### config.mk
export PLATFORM = sky130hd
export DESIGN_NAME = toggle_pulse_decoder_flat
export DESIGN_NICKNAME = d
export VERILOG_FILES = /design/src/rtl/toggle_pulse_decoder_if.sv /design/src/rtl/toggle_pulse_decoder.sv /design/src/flat_wrapper.sv
export SDC_FILE = /design/constraint.sdc
export NUM_CORES = 1
export LEC_CHECK = 0
export ABC_AREA = 1
export CAP_MARGIN = 5
export CORE_AREA = 2 2 39 41
export CTS_BUF_LIST = sky130_fd_sc_hd__clkbuf_8
export DETAILED_ROUTE_END_ITERATION = 16
export DIE_AREA = 0 0 41 43
export GPL_TIMING_DRIVEN = 0
export HOLD_SLACK_MARGIN = 0.05
export PLACE_DENSITY = 0.66
export SYNTH_ARGS = -nofsm -noshare
export SYNTH_HDL_FRONTEND = slang
export SYNTH_SLANG_ARGS = --single-unit
export TNS_END_PERCENT = 5
### constraint.sdc
create_clock -name clk -period 2.8 [get_ports clk]
set_input_delay 0.42 -clock clk [delete_from_list [all_inputs] [get_ports clk]]
set_output_delay 0.42 -clock clk [all_outputs]
set_load 0.02 [all_outputs]
### src/rtl/toggle_pulse_decoder_if.sv
// Event-side bundle of the toggle pulse decoder: toggle line and clear in, queued events out.
// The decoder takes the slave modport; the producer/consumer side takes master.
interface toggle_pulse_decoder_if #(
  parameter int CNT_W = 4
);
  logic             tog_in;
  logic             clr;
  logic             evt_valid;
  logic             evt_ready;
  logic [CNT_W-1:0] pending;
  logic             overflow;
  logic             tog_level;

  modport master (
    output tog_in, clr, evt_ready,
    input  evt_valid, pending, overflow, tog_level
  );

  modport slave (
    input  tog_in, clr, evt_ready,
    output evt_valid, pending, overflow, tog_level
  );
endinterface

### src/rtl/toggle_pulse_decoder.sv
// Recovers one event per edge of a toggle-encoded line and queues it in a saturating counter.
// Define TPD_SYNC_EN to insert a 2-stage synchronizer on tog_in (adds 2 edges of latency).
module toggle_pulse_decoder #(
  parameter int   CNT_W      = 4,
  parameter logic INIT_LEVEL = 1'b0
) (
  input logic                   clk,
  input logic                   resetb,
  toggle_pulse_decoder_if.slave bus
);
  localparam logic [CNT_W-1:0] MAX = {CNT_W{1'b1}};
  localparam logic [CNT_W-1:0] ONE = {{(CNT_W-1){1'b0}}, 1'b1};

  logic             tin_eff;
  logic             s_q;
  logic [CNT_W-1:0] pend_q, pend_d;
  logic             ovf_q, ovf_d;
  logic             det;
  logic             acc;

`ifdef TPD_SYNC_EN
  logic [1:0] sync_q;

  // Both stages start at the reference level so release never fakes an edge.
  always_ff @(negedge clk or negedge resetb) begin
    if (!resetb) begin
      sync_q <= {2{INIT_LEVEL}};
    end else begin
      sync_q <= {sync_q[0], bus.tog_in};
    end
  end

  assign tin_eff = sync_q[1];
`else
  assign tin_eff = bus.tog_in;
`endif

  assign det = (tin_eff != s_q);
  assign acc = bus.evt_valid & bus.evt_ready;

  always_comb begin
    pend_d = pend_q;
    ovf_d  = ovf_q;
    if (bus.clr) begin
      pend_d = '0;
      ovf_d  = 1'b0;
    end else if (det && !acc) begin
      if (pend_q == MAX) begin
        ovf_d = 1'b1;
      end else begin
        pend_d = pend_q + ONE;
      end
    end else if (!det && acc) begin
      pend_d = pend_q - ONE;
    end
  end

  always_ff @(negedge clk or negedge resetb) begin
    if (!resetb) begin
      s_q    <= INIT_LEVEL;
      pend_q <= '0;
      ovf_q  <= 1'b0;
    end else begin
      s_q    <= tin_eff;
      pend_q <= pend_d;
      ovf_q  <= ovf_d;
    end
  end

  assign bus.evt_valid = (pend_q != '0);
  assign bus.pending   = pend_q;
  assign bus.overflow  = ovf_q;
  assign bus.tog_level = s_q;
endmodule

### src/flat_wrapper.sv
// flat-port wrapper written by rule: the top's interface ports become plain ports
module toggle_pulse_decoder_flat 
#(
  parameter int   CNT_W      = 4,
  parameter logic INIT_LEVEL = 1'b0
)
  (clk, resetb, bus_tog_in, bus_clr, bus_evt_ready, bus_evt_valid, bus_pending, bus_overflow, bus_tog_level);
  toggle_pulse_decoder_if #(.CNT_W(CNT_W)) bus_i ();
  input logic clk;
  input logic resetb;
  input wire logic [$bits(bus_i.tog_in)-1:0] bus_tog_in;
  input wire logic [$bits(bus_i.clr)-1:0] bus_clr;
  input wire logic [$bits(bus_i.evt_ready)-1:0] bus_evt_ready;
  output wire logic [$bits(bus_i.evt_valid)-1:0] bus_evt_valid;
  output wire logic [$bits(bus_i.pending)-1:0] bus_pending;
  output wire logic [$bits(bus_i.overflow)-1:0] bus_overflow;
  output wire logic [$bits(bus_i.tog_level)-1:0] bus_tog_level;
  assign bus_i.tog_in = bus_tog_in;
  assign bus_i.clr = bus_clr;
  assign bus_i.evt_ready = bus_evt_ready;
  assign bus_evt_valid = bus_i.evt_valid;
  assign bus_pending = bus_i.pending;
  assign bus_overflow = bus_i.overflow;
  assign bus_tog_level = bus_i.tog_level;
  toggle_pulse_decoder #(.CNT_W(CNT_W), .INIT_LEVEL(INIT_LEVEL)) u_core (.clk(clk), .resetb(resetb), .bus(bus_i));
endmodule
==> results.ini, run 1 <==
[power_and_ir_drop]
swShare_pct = 43.5
p_int_w = 0.000434
clock_power_share_pct = 16.1
p_per_area_mw_per_mm2 = 1070
p_leak_nw = 0.371
switchingPower_w = 0.000335
seqPwrFrac_pct = 19.2
combPwrFrac_pct = 64.7
peakVddDrop_mv = 0.461

[routing]
drtIter0Drc = 4
wirelength_mm = 1.00
vias = 426
ant_nets = 0
wl_per_cell_um = 10.6
route.detailed.drc = 0
first_pass_iters = 2
post_drt_via_cell_ratio = 4.48

[yosys]
ys_types = 14
syn-num-nets = 63
avgSynthCellArea_um2 = 7.87
yosysSeqAreaShare_pct = 34.7
synth_warnings = 0
yosys_register_bits = 6
postSynthCellCount = 55
syn_area_um2 = 433

[floorplanning]
die_y_um = 43
dieArea_mm2 = 0.00176
boundaryPins = 12
die_x_um = 41
initial_core_util_pct = 31.3
rows = 14
core_mm2 = 0.00138

[setup_path]
critical_path_class = flop to output pin
arrival_ps = 2410
cp-end-kind = output pin
crit_path_max_fanout = 5
start_kind = flop
required_ps = 2380

[cts]
cts_root_buf = clkbuf_8
cts_tree = done
numClockSinks = 6
hold_buffers = 0
numCtsBuffers = 3
cts_max_level = 1
clk_latency_ps = 240
cts_buffer_depth = 2
clk_pin_slew_ps = 30

[timing]
finalSetupTns_ps = -54.3
hold_viol = 0
drv_slew = 0
setup_violations = 2
worst_slack_ps = -34.9
grt_setup_unrepaired = true
slew_headroom_pct = 82.6
finClkSkew_ps = 0.824
worst_slew_pin_slew_ps = 260

[placed_design]
dp_hpwl_um = 701
place_congestion = 0.724
pre_cts_ws_ps = -850
post_dp_cell_area_um2 = 607
portBuffers = 11

[cells_and_area]
final_util_pct = 51.8
nFillCells = 132
drive_above_1_share_pct = 46.8
area_growth_pct = 65.6
antennaDiodeCount = 0
nets = 89
final_area_um2 = 717

[hold_path]
min_path_type = flop to flop

[global_routing]
grt_pass1_wl_mm = 1.55
antenna_found_initial = 0
grt_overflow = 0
track_usage_pct = 13.0
grt_pass1_vias = 403
grt_start_max_net_pins = 7

[status]
status = finished, violations left
violations = setup timing

[run]
cap_violations = 0

stage by stage:
stage | cells | hold WS [ps] | total power, W
after global routing | 95 | 477 | 0.000834
after CTS | 91 | 443 | 0.000705
after floorplan | 55 | 569 | 0.000418
after global placement | 82 | 445 | 0.000541
final | 95 | 443 | 0.000769
after detailed placement | 82 | 448 | 0.000550
timing repair:
item,CTS,global route
endpoints found under the setup margin,12,6
buffers inserted,6,4
resized for setup,33,12
pin swaps,3,11
critical path: stages, from the launching register on:
cell and delay, ps:
dfrtn_1 470, nor2_1 70, nand2_2 110, buf_6 120
synth_stat cells:
cell	number	area [µm²]
nand4_1	1	6.26
xor2_2	1	16.3
inv_1	9	33.8
ha_1	2	25.0
nand3_1	7	35.0
nand2_2	1	6.26
nand2_1	16	60.1
fa_1	1	20.0
dfrtn_1	6	150
a21oi_4	1	16.3
nand3_2	2	20.0
nor2_1	5	18.8
o21a_1	1	7.51
xnor2_1	2	17.5
cells by family (layout without fill, tap and decap cells):
family | count (synthesis) | in the layout | synth area share [%]
AND/OR/NAND/NOR | 32 | 32 | 33.8
buffers and inverters | 9 | 33 | 7.80
flip-flops | 6 | 6 | 34.7
adder cells (fa/ha/maj) | 3 | 3 | 10.4
XOR/XNOR | 3 | 3 | 7.81
AO/OA/AOI/OAI | 2 | 2 | 5.49
metal layers:
layer / GRT usage [%] / routed length (µm) / part of all wire [%]
met1: 16.0 / 469 / 47
met2: 18.4 / 505 / 50
met3: 3.66 / 21 / 2.1
met5: 0 / 0 / 0
met4: 9.33 / 6 / 0.60
power groups by stage:
stage,sequential (W),combinational (W),clock (W)
after floorplan,0.000182,0.000237,0
after global placement,0.000160,0.000381,0
after detailed placement,0.000161,0.000388,0
after CTS,0.000145,0.000431,0.000128
after global routing,0.000149,0.000550,0.000135
final,0.000148,0.000497,0.000124
registers in the layout (all words and copies together) (netlist names):
| name | count |
|---|---|
| u_core.bus.tog_level | 1 |
| u_core.bus.overflow | 1 |
| u_core.bus.pending | 4 |
path summary, 6_finish.rpt:
kind / slack [ps] / depth (start not counted) / from / to
worst max register to register: 1100 / 10 / u_core.bus.tog_level / u_core.bus.pending[3]
worst max-delay path: -30 / 3 / u_core.bus.pending[0] / bus_evt_valid
worst min register to register: 440 / 1 / u_core.bus.overflow / u_core.bus.overflow
worst min-delay path: 440 / 1 / u_core.bus.overflow / u_core.bus.overflow
min in group asynchronous: 1710 / 1 / resetb / u_core.bus.pending[1]
max in group asynchronous: 860 / 1 / resetb / u_core.bus.tog_level
cell usage in the layout, fill, tap and decap left out:
| cell | instances |
|---|---|
| buf_8 | 1 |
| clkbuf_8 | 3 |
| clkbuf_2 | 2 |
| nand2_4 | 1 |
| nand4_1 | 1 |
| nand3_2 | 3 |
| fa_1 | 1 |
| inv_2 | 1 |
| buf_4 | 12 |
| buf_6 | 1 |
| xor2_4 | 1 |
| o21a_1 | 1 |
| nor2_1 | 2 |
| xnor2_1 | 2 |
| nor2_2 | 3 |
| nand3_1 | 6 |
| inv_1 | 8 |
| ha_4 | 2 |
| dfrtn_1 | 6 |
| a21oi_4 | 1 |
| clkdlybuf4s50_1 | 2 |
| nand2_1 | 13 |
| buf_2 | 3 |
| nand2_2 | 3 |
final cells by class:
cell class | instances | area (µm²) | area share, %
clock buffers | 3 | 41.3 | 5.76
repair buffers | 21 | 161 | 22.5
well taps | 16 | 20.0 | 2.79
inverters | 9 | 33.8 | 4.71
multi-input cells | 40 | 310 | 43.3
flip-flops and latches | 6 | 150 | 20.9
No activity file was read; power rests on OpenSTA's default activity.
==> run 2: changes to the inputs <==
- ABC_AREA: 1 -> default
- PLACE_DENSITY: 0.66 -> 0.64
==> run 2 against run 1 <==
The run still ends with setup timing left. Area after synthesis decreased by 4.0%. Final area increased by 5.9%. Global-route usage increased by 2.1 points. First-iteration DRC count decreased by 75%. Clock-buffer cell count unchanged. Synthesized cell count decreased by 27%. Cell count decreased by 17%. Sequential power decreased by 3%. Hold slack improved by 11 ps. Clock skew increased by 0.94 ps. Setup slack got worse by 270 ps. Register-to-register slack got worse by 680 ps. Highest routed layer unchanged.
==> results.ini, run 2 <==
[cells_and_area]
nets = 73
area_growth_pct = 82.8
final_cell_mix = buf_4 (11), dfrtn_1 (6), buf_6 (3), clkbuf_8 (3), buf_2 (3)
final_area_um2 = 759
layout_commonest_cell = buf_4
largest_reg_flops = 4
antennaDiodeCount = 0
nFillCells = 120
final_util_pct = 54.9
drive_above_1_share_pct = 54.0

[setup_path]
required_ps = 1630
cp_slowest_stage_delay_ps = 500
slowest_stage = or4b_4
reg2reg_from = u_core.bus.pending[1]
reg2reg_depth = 10
worst-path-stages = 9
arrival_ps = 1930
start_kind = input port
crit_chain = buf_8, xnor2_4, nor2_4, inv_2, ha_4, a21o_4, a21oi_4, or4b_4, o311ai_4
crit_path_max_fanout = 3
setup.worst_path.start = bus_tog_in
cp-end-kind = flop
crit_path_end = u_core.bus.pending[3]
cp_top_family = simple AND/OR/NAND/NOR gates
critical_path_class = input port to flop
path_buf_inv = 2
r2r-end = u_core.bus.pending[3]
reg2reg_slack_ps = 420

[cts]
clk_latency_ps = 240
cts_root_buf = clkbuf_8
numClockSinks = 6
cts_tree = done
cts_buffer_depth = 2
cts_max_level = 1
hold_buffers = 0
clk_pin_slew_ps = 30
numCtsBuffers = 3

[power_and_ir_drop]
p_per_area_mw_per_mm2 = 1090
p_leak_nw = 0.332
peakVddDrop_mv = 0.520

[timing]
slew_headroom_pct = 73.9
hold_viol = 0
grt_setup_unrepaired = true
worst_slew_pin_slew_ps = 391
worst_slack_ps = -306
setup_violations = 5
drv_slew = 0
whs_ps = 453
finClkSkew_ps = 1.76

[floorplanning]
initial_core_util_pct = 30.0
core_mm2 = 0.00138
boundaryPins = 12
die_y_um = 43
die_x_um = 41
rows = 14
dieArea_mm2 = 0.00176

[global_routing]
grt_pass1_vias = 409
track_usage_pct = 15.1
grt_pass1_wl_mm = 1.77
grt_overflow = 0
antenna_found_initial = 0
grt_start_max_net_pins = 9

[routing]
vias = 416
ant_nets = 0
drtIter0Drc = 1
wirelength_mm = 1.13
first_pass_iters = 2
route.detailed.drc = 0
wl_per_cell_um = 14.3
post_drt_via_cell_ratio = 5.27

[yosys]
synth_edf_count = 0
yosysSeqAreaShare_pct = 36.1
ys.flop_type = dfrtn_1
synth_warnings = 0
netlist.area_leader.share_pct = 36.1
postSynthCellCount = 40
synth.most_common_cell = dfrtn_1
yosys.area.top_type = dfrtn_1
avgSynthCellArea_um2 = 10.4
syn_area_um2 = 415
yosys_register_bits = 6
synth_common_cells = dfrtn_1 (6), a21oi_1 (3), inv_1 (3)
ys_types = 27
synth.area.top_cells = dfrtn_1 (36%), ha_1 (6.0%), fa_1 (4.8%)
async_flop_share_pct = 100
syn-num-nets = 48

[placed_design]
portBuffers = 11
place_congestion = 0.679
pre_cts_ws_ps = -1040
post_dp_cell_area_um2 = 559
dp_hpwl_um = 666

[status]
violations = setup timing
status = finished, violations left

[hold_path]
min_path_type = flop to flop

[run]
cap_violations = 0

[run 2: per-layer routing]
| layer | track usage, % | part of all wire [%] |
|---|---|---|
| met1 | 19.4 | 43 |
| met2 | 21.9 | 53 |
| met3 | 3.14 | 4.1 |
| met4 | 10.0 | 0.71 |
| met5 | 0 | 0 |
[run 2: layout make-up]
class	instances	area, µm²	area share (%)
Multi-Input combinational cell	30	358	47.1
Timing Repair Buffer	20	168	22.1
Sequential cell	6	150	19.8
Clock buffer	3	41.3	5.44
Tap cell	16	20.0	2.64
Buffer	1	11.3	1.48
Inverter	3	11.3	1.48
[run 2: cells by family (layout without fill, tap and decap cells)]
group	Yosys count	count (layout)	synth area share, %
adder cells (fa/ha/maj)	3	3	10.8
buffers and inverters	4	27	5.42
flip-flops	6	6	36.1
multiplexers	1	1	2.41
AND/OR/NAND/NOR	12	12	20.2
AO/OA/AOI/OAI	12	12	20.8
XOR/XNOR	2	2	4.22
[run 2: timing repair]
item	4_1_cts	5_1_grt
pin swaps	6	9
buffers inserted	7	2
endpoints found under the setup margin	11	11
resized for setup	38	19
[run 2: worst register-to-register path, stage by stage (launching register included)]
cell	delay, ps
dfrtn_1	360
buf_4	140
buf_4	120
o41a_1	480
nor2_4	130
inv_2	70
ha_4	260
a21o_4	140
a21oi_4	70
or4b_4	500
o311ai_4	100
[run 2: worst min-delay path by stage]
stage / from / end / slack (ps) / cells past startpoint
after global placement: u_core.bus.overflow / u_core.bus.overflow / 440 / 2
final: u_core.bus.overflow / u_core.bus.overflow / 450 / 2
after floorplan: u_core.bus.overflow / u_core.bus.overflow / 560 / 2
after global routing: u_core.bus.overflow / u_core.bus.overflow / 490 / 2
after CTS: u_core.bus.overflow / u_core.bus.overflow / 450 / 2
after detailed placement: u_core.bus.overflow / u_core.bus.overflow / 460 / 2
[run 2: through the flow]
stage	power, W	TNS, ps	std cells
5_1_grt	0.000893	-1010	79
3_5_place_dp	0.000500	-4420	67
2_1_floorplan	0.000382	-880	40
3_3_place_gp	0.000496	-4380	67
4_1_cts	0.000710	-862	77
6_report	0.000829	-803	79
[run 2: power by group]
| group | internal, W | switching, W |
|---|---|---|
| clock | 0.0000920 | 0.0000332 |
| combinational | 0.000294 | 0.000266 |
| sequential | 0.000113 | 0.0000304 |
| total | 0.000499 | 0.000329 |
==> run 3: changes to the inputs <==
- MAX_ROUTING_LAYER: default -> met4
- SLEW_MARGIN: default -> 30
==> run 3 against run 2 <==
The flow still finishes with violations (setup timing). Power about the same. Register-to-register slack is essentially flat. Cell count unchanged. Core utilization unchanged. First-iteration DRC count is 100% higher. Non-clock buffer count unchanged. Routed wire length down 0.35%. Clock power is essentially flat. Critical path type unchanged.
==> results.ini, run 3 (synthesis gave the netlist of run 2 again) <==
[status]
status = finished, violations left
violations = setup timing

[routing]
wl_per_cell_um = 14.2
vias = 413
post_drt_via_cell_ratio = 5.23
ant_nets = 0
drtIter0Drc = 2
first_pass_iters = 4
wirelength_mm = 1.13
route.detailed.drc = 0

[cts]
cts_buffer_depth = 2
cts_max_level = 1
clk_latency_ps = 240
numCtsBuffers = 3
hold_buffers = 0
cts_tree = done
cts_root_buf = clkbuf_8
numClockSinks = 6
clk_pin_slew_ps = 30

[setup_path]
arrival_ps = 1940
critical_path_class = input port to flop
start_kind = input port
crit_path_max_fanout = 3
reg2reg_depth = 10
cp-end-kind = flop
required_ps = 1630

[cells_and_area]
final_cell_mix = buf_4 (11), dfrtn_1 (6), buf_6 (3), clkbuf_8 (3), buf_2 (3)
final_util_pct = 54.9
layout_commonest_cell = buf_4
stdcell_count = 79
area_growth_pct = 82.8
drive_above_1_share_pct = 54.0
antennaDiodeCount = 0
largest_reg_flops = 4
nets = 73

[timing]
worst_slew_pin_slew_ps = 382
hold_viol = 0
finClkSkew_ps = 1.76
grt_setup_unrepaired = true
setup_violations = 5
worst_slack_ps = -310
slew_headroom_pct = 74.5
drv_slew = 0

[floorplanning]
die_y_um = 43
die_x_um = 41
core_mm2 = 0.00138
boundaryPins = 12
rows = 14
initial_core_util_pct = 30.0
dieArea_mm2 = 0.00176

[placed_design]
place_congestion = 0.686
portBuffers = 11
dpl.cell_count = 67
dp_hpwl_um = 666

[global_routing]
track_usage_pct = 15.6
grt_overflow = 0
grt_start_max_net_pins = 9
grt_use_met1_pct = 19.7
grt_pass1_vias = 408
top_usage_layer = met2
grt_use_met2_pct = 21.9
antenna_found_initial = 0
grt_pass1_wl_mm = 1.78
globalRouteMet3Util_pct = 3.14

[power_and_ir_drop]
p_leak_nw = 0.332
peakVddDrop_mv = 0.520
total_power_w = 0.000829
p_per_area_mw_per_mm2 = 1090

[hold_path]
min_path_type = flop to flop
min_path_cells = 2

[run]
cap_violations = 0

==> run 3: cell counts in the layout (fill, tap and decap cells not counted) <==
No cell type changed its count.
==> run 3: layout make-up <==
type	count	area, µm²
fill	120	624
multi-input combinational	30	358
timing repair buffer	20	168
sequential	6	150
clock buffer	3	41.3
tap	16	20.0
buffer	1	11.3
inverter	3	11.3
==> run 3: critical path, stage by stage <==
cell	delay [ps]
buf_6	90
o41a_1	150
nor2_4	130
inv_2	70
ha_4	260
a21o_4	140
a21oi_4	70
or4b_4	500
o311ai_4	100
==> run 3: per-stage QoR <==
stage / TNS (ps) / hold WS (ps) / area (µm²) / setup WS (ps)
after global placement: -4380 / 442 / 559 / -1040
after floorplan: -880 / 555 / 429 / -419
after global routing: -1010 / 494 / 759 / -329
final: -817 / 453 / 759 / -310
after CTS: -862 / 454 / 664 / -359
after detailed placement: -4420 / 464 / 559 / -1040
==> run 3: where the power goes <==
| group | total [W] | switching, W | internal (W) |
|---|---|---|---|
| clock network | 0.000125 | 0.0000332 | 0.0000920 |
| registers | 0.000143 | 0.0000301 | 0.000113 |
| logic | 0.000560 | 0.000266 | 0.000294 |
==> run 3: path summary, 6_finish.rpt <==
kind	startpoint	endpoint	slack [ps]
worst max-delay path	bus_evt_ready	u_core.bus.pending[3]	-310
worst min-delay path	u_core.bus.overflow	u_core.bus.overflow	450
worst max register to register	u_core.bus.pending[1]	u_core.bus.pending[3]	410
worst min register to register	u_core.bus.overflow	u_core.bus.overflow	450
max in group asynchronous	resetb	u_core.bus.pending[3]	830
min in group asynchronous	resetb	u_core.bus.tog_level	1720
==> run 3: routing by layer <==
layer | wire [µm] | up-vias
met1 | 478 | 203
met3 | 46 | 2
li1 | - | 200
met2 | 591 | 8
met5 | 0 | -
met4 | 8 | 0
==> run 3: what timing repair did <==
item,4_1_cts,5_1_grt
setup endpoints to repair,11,11
pin swaps,6,9
resized for setup,38,19
setup buffers,7,2
hold endpoints to repair,0,0
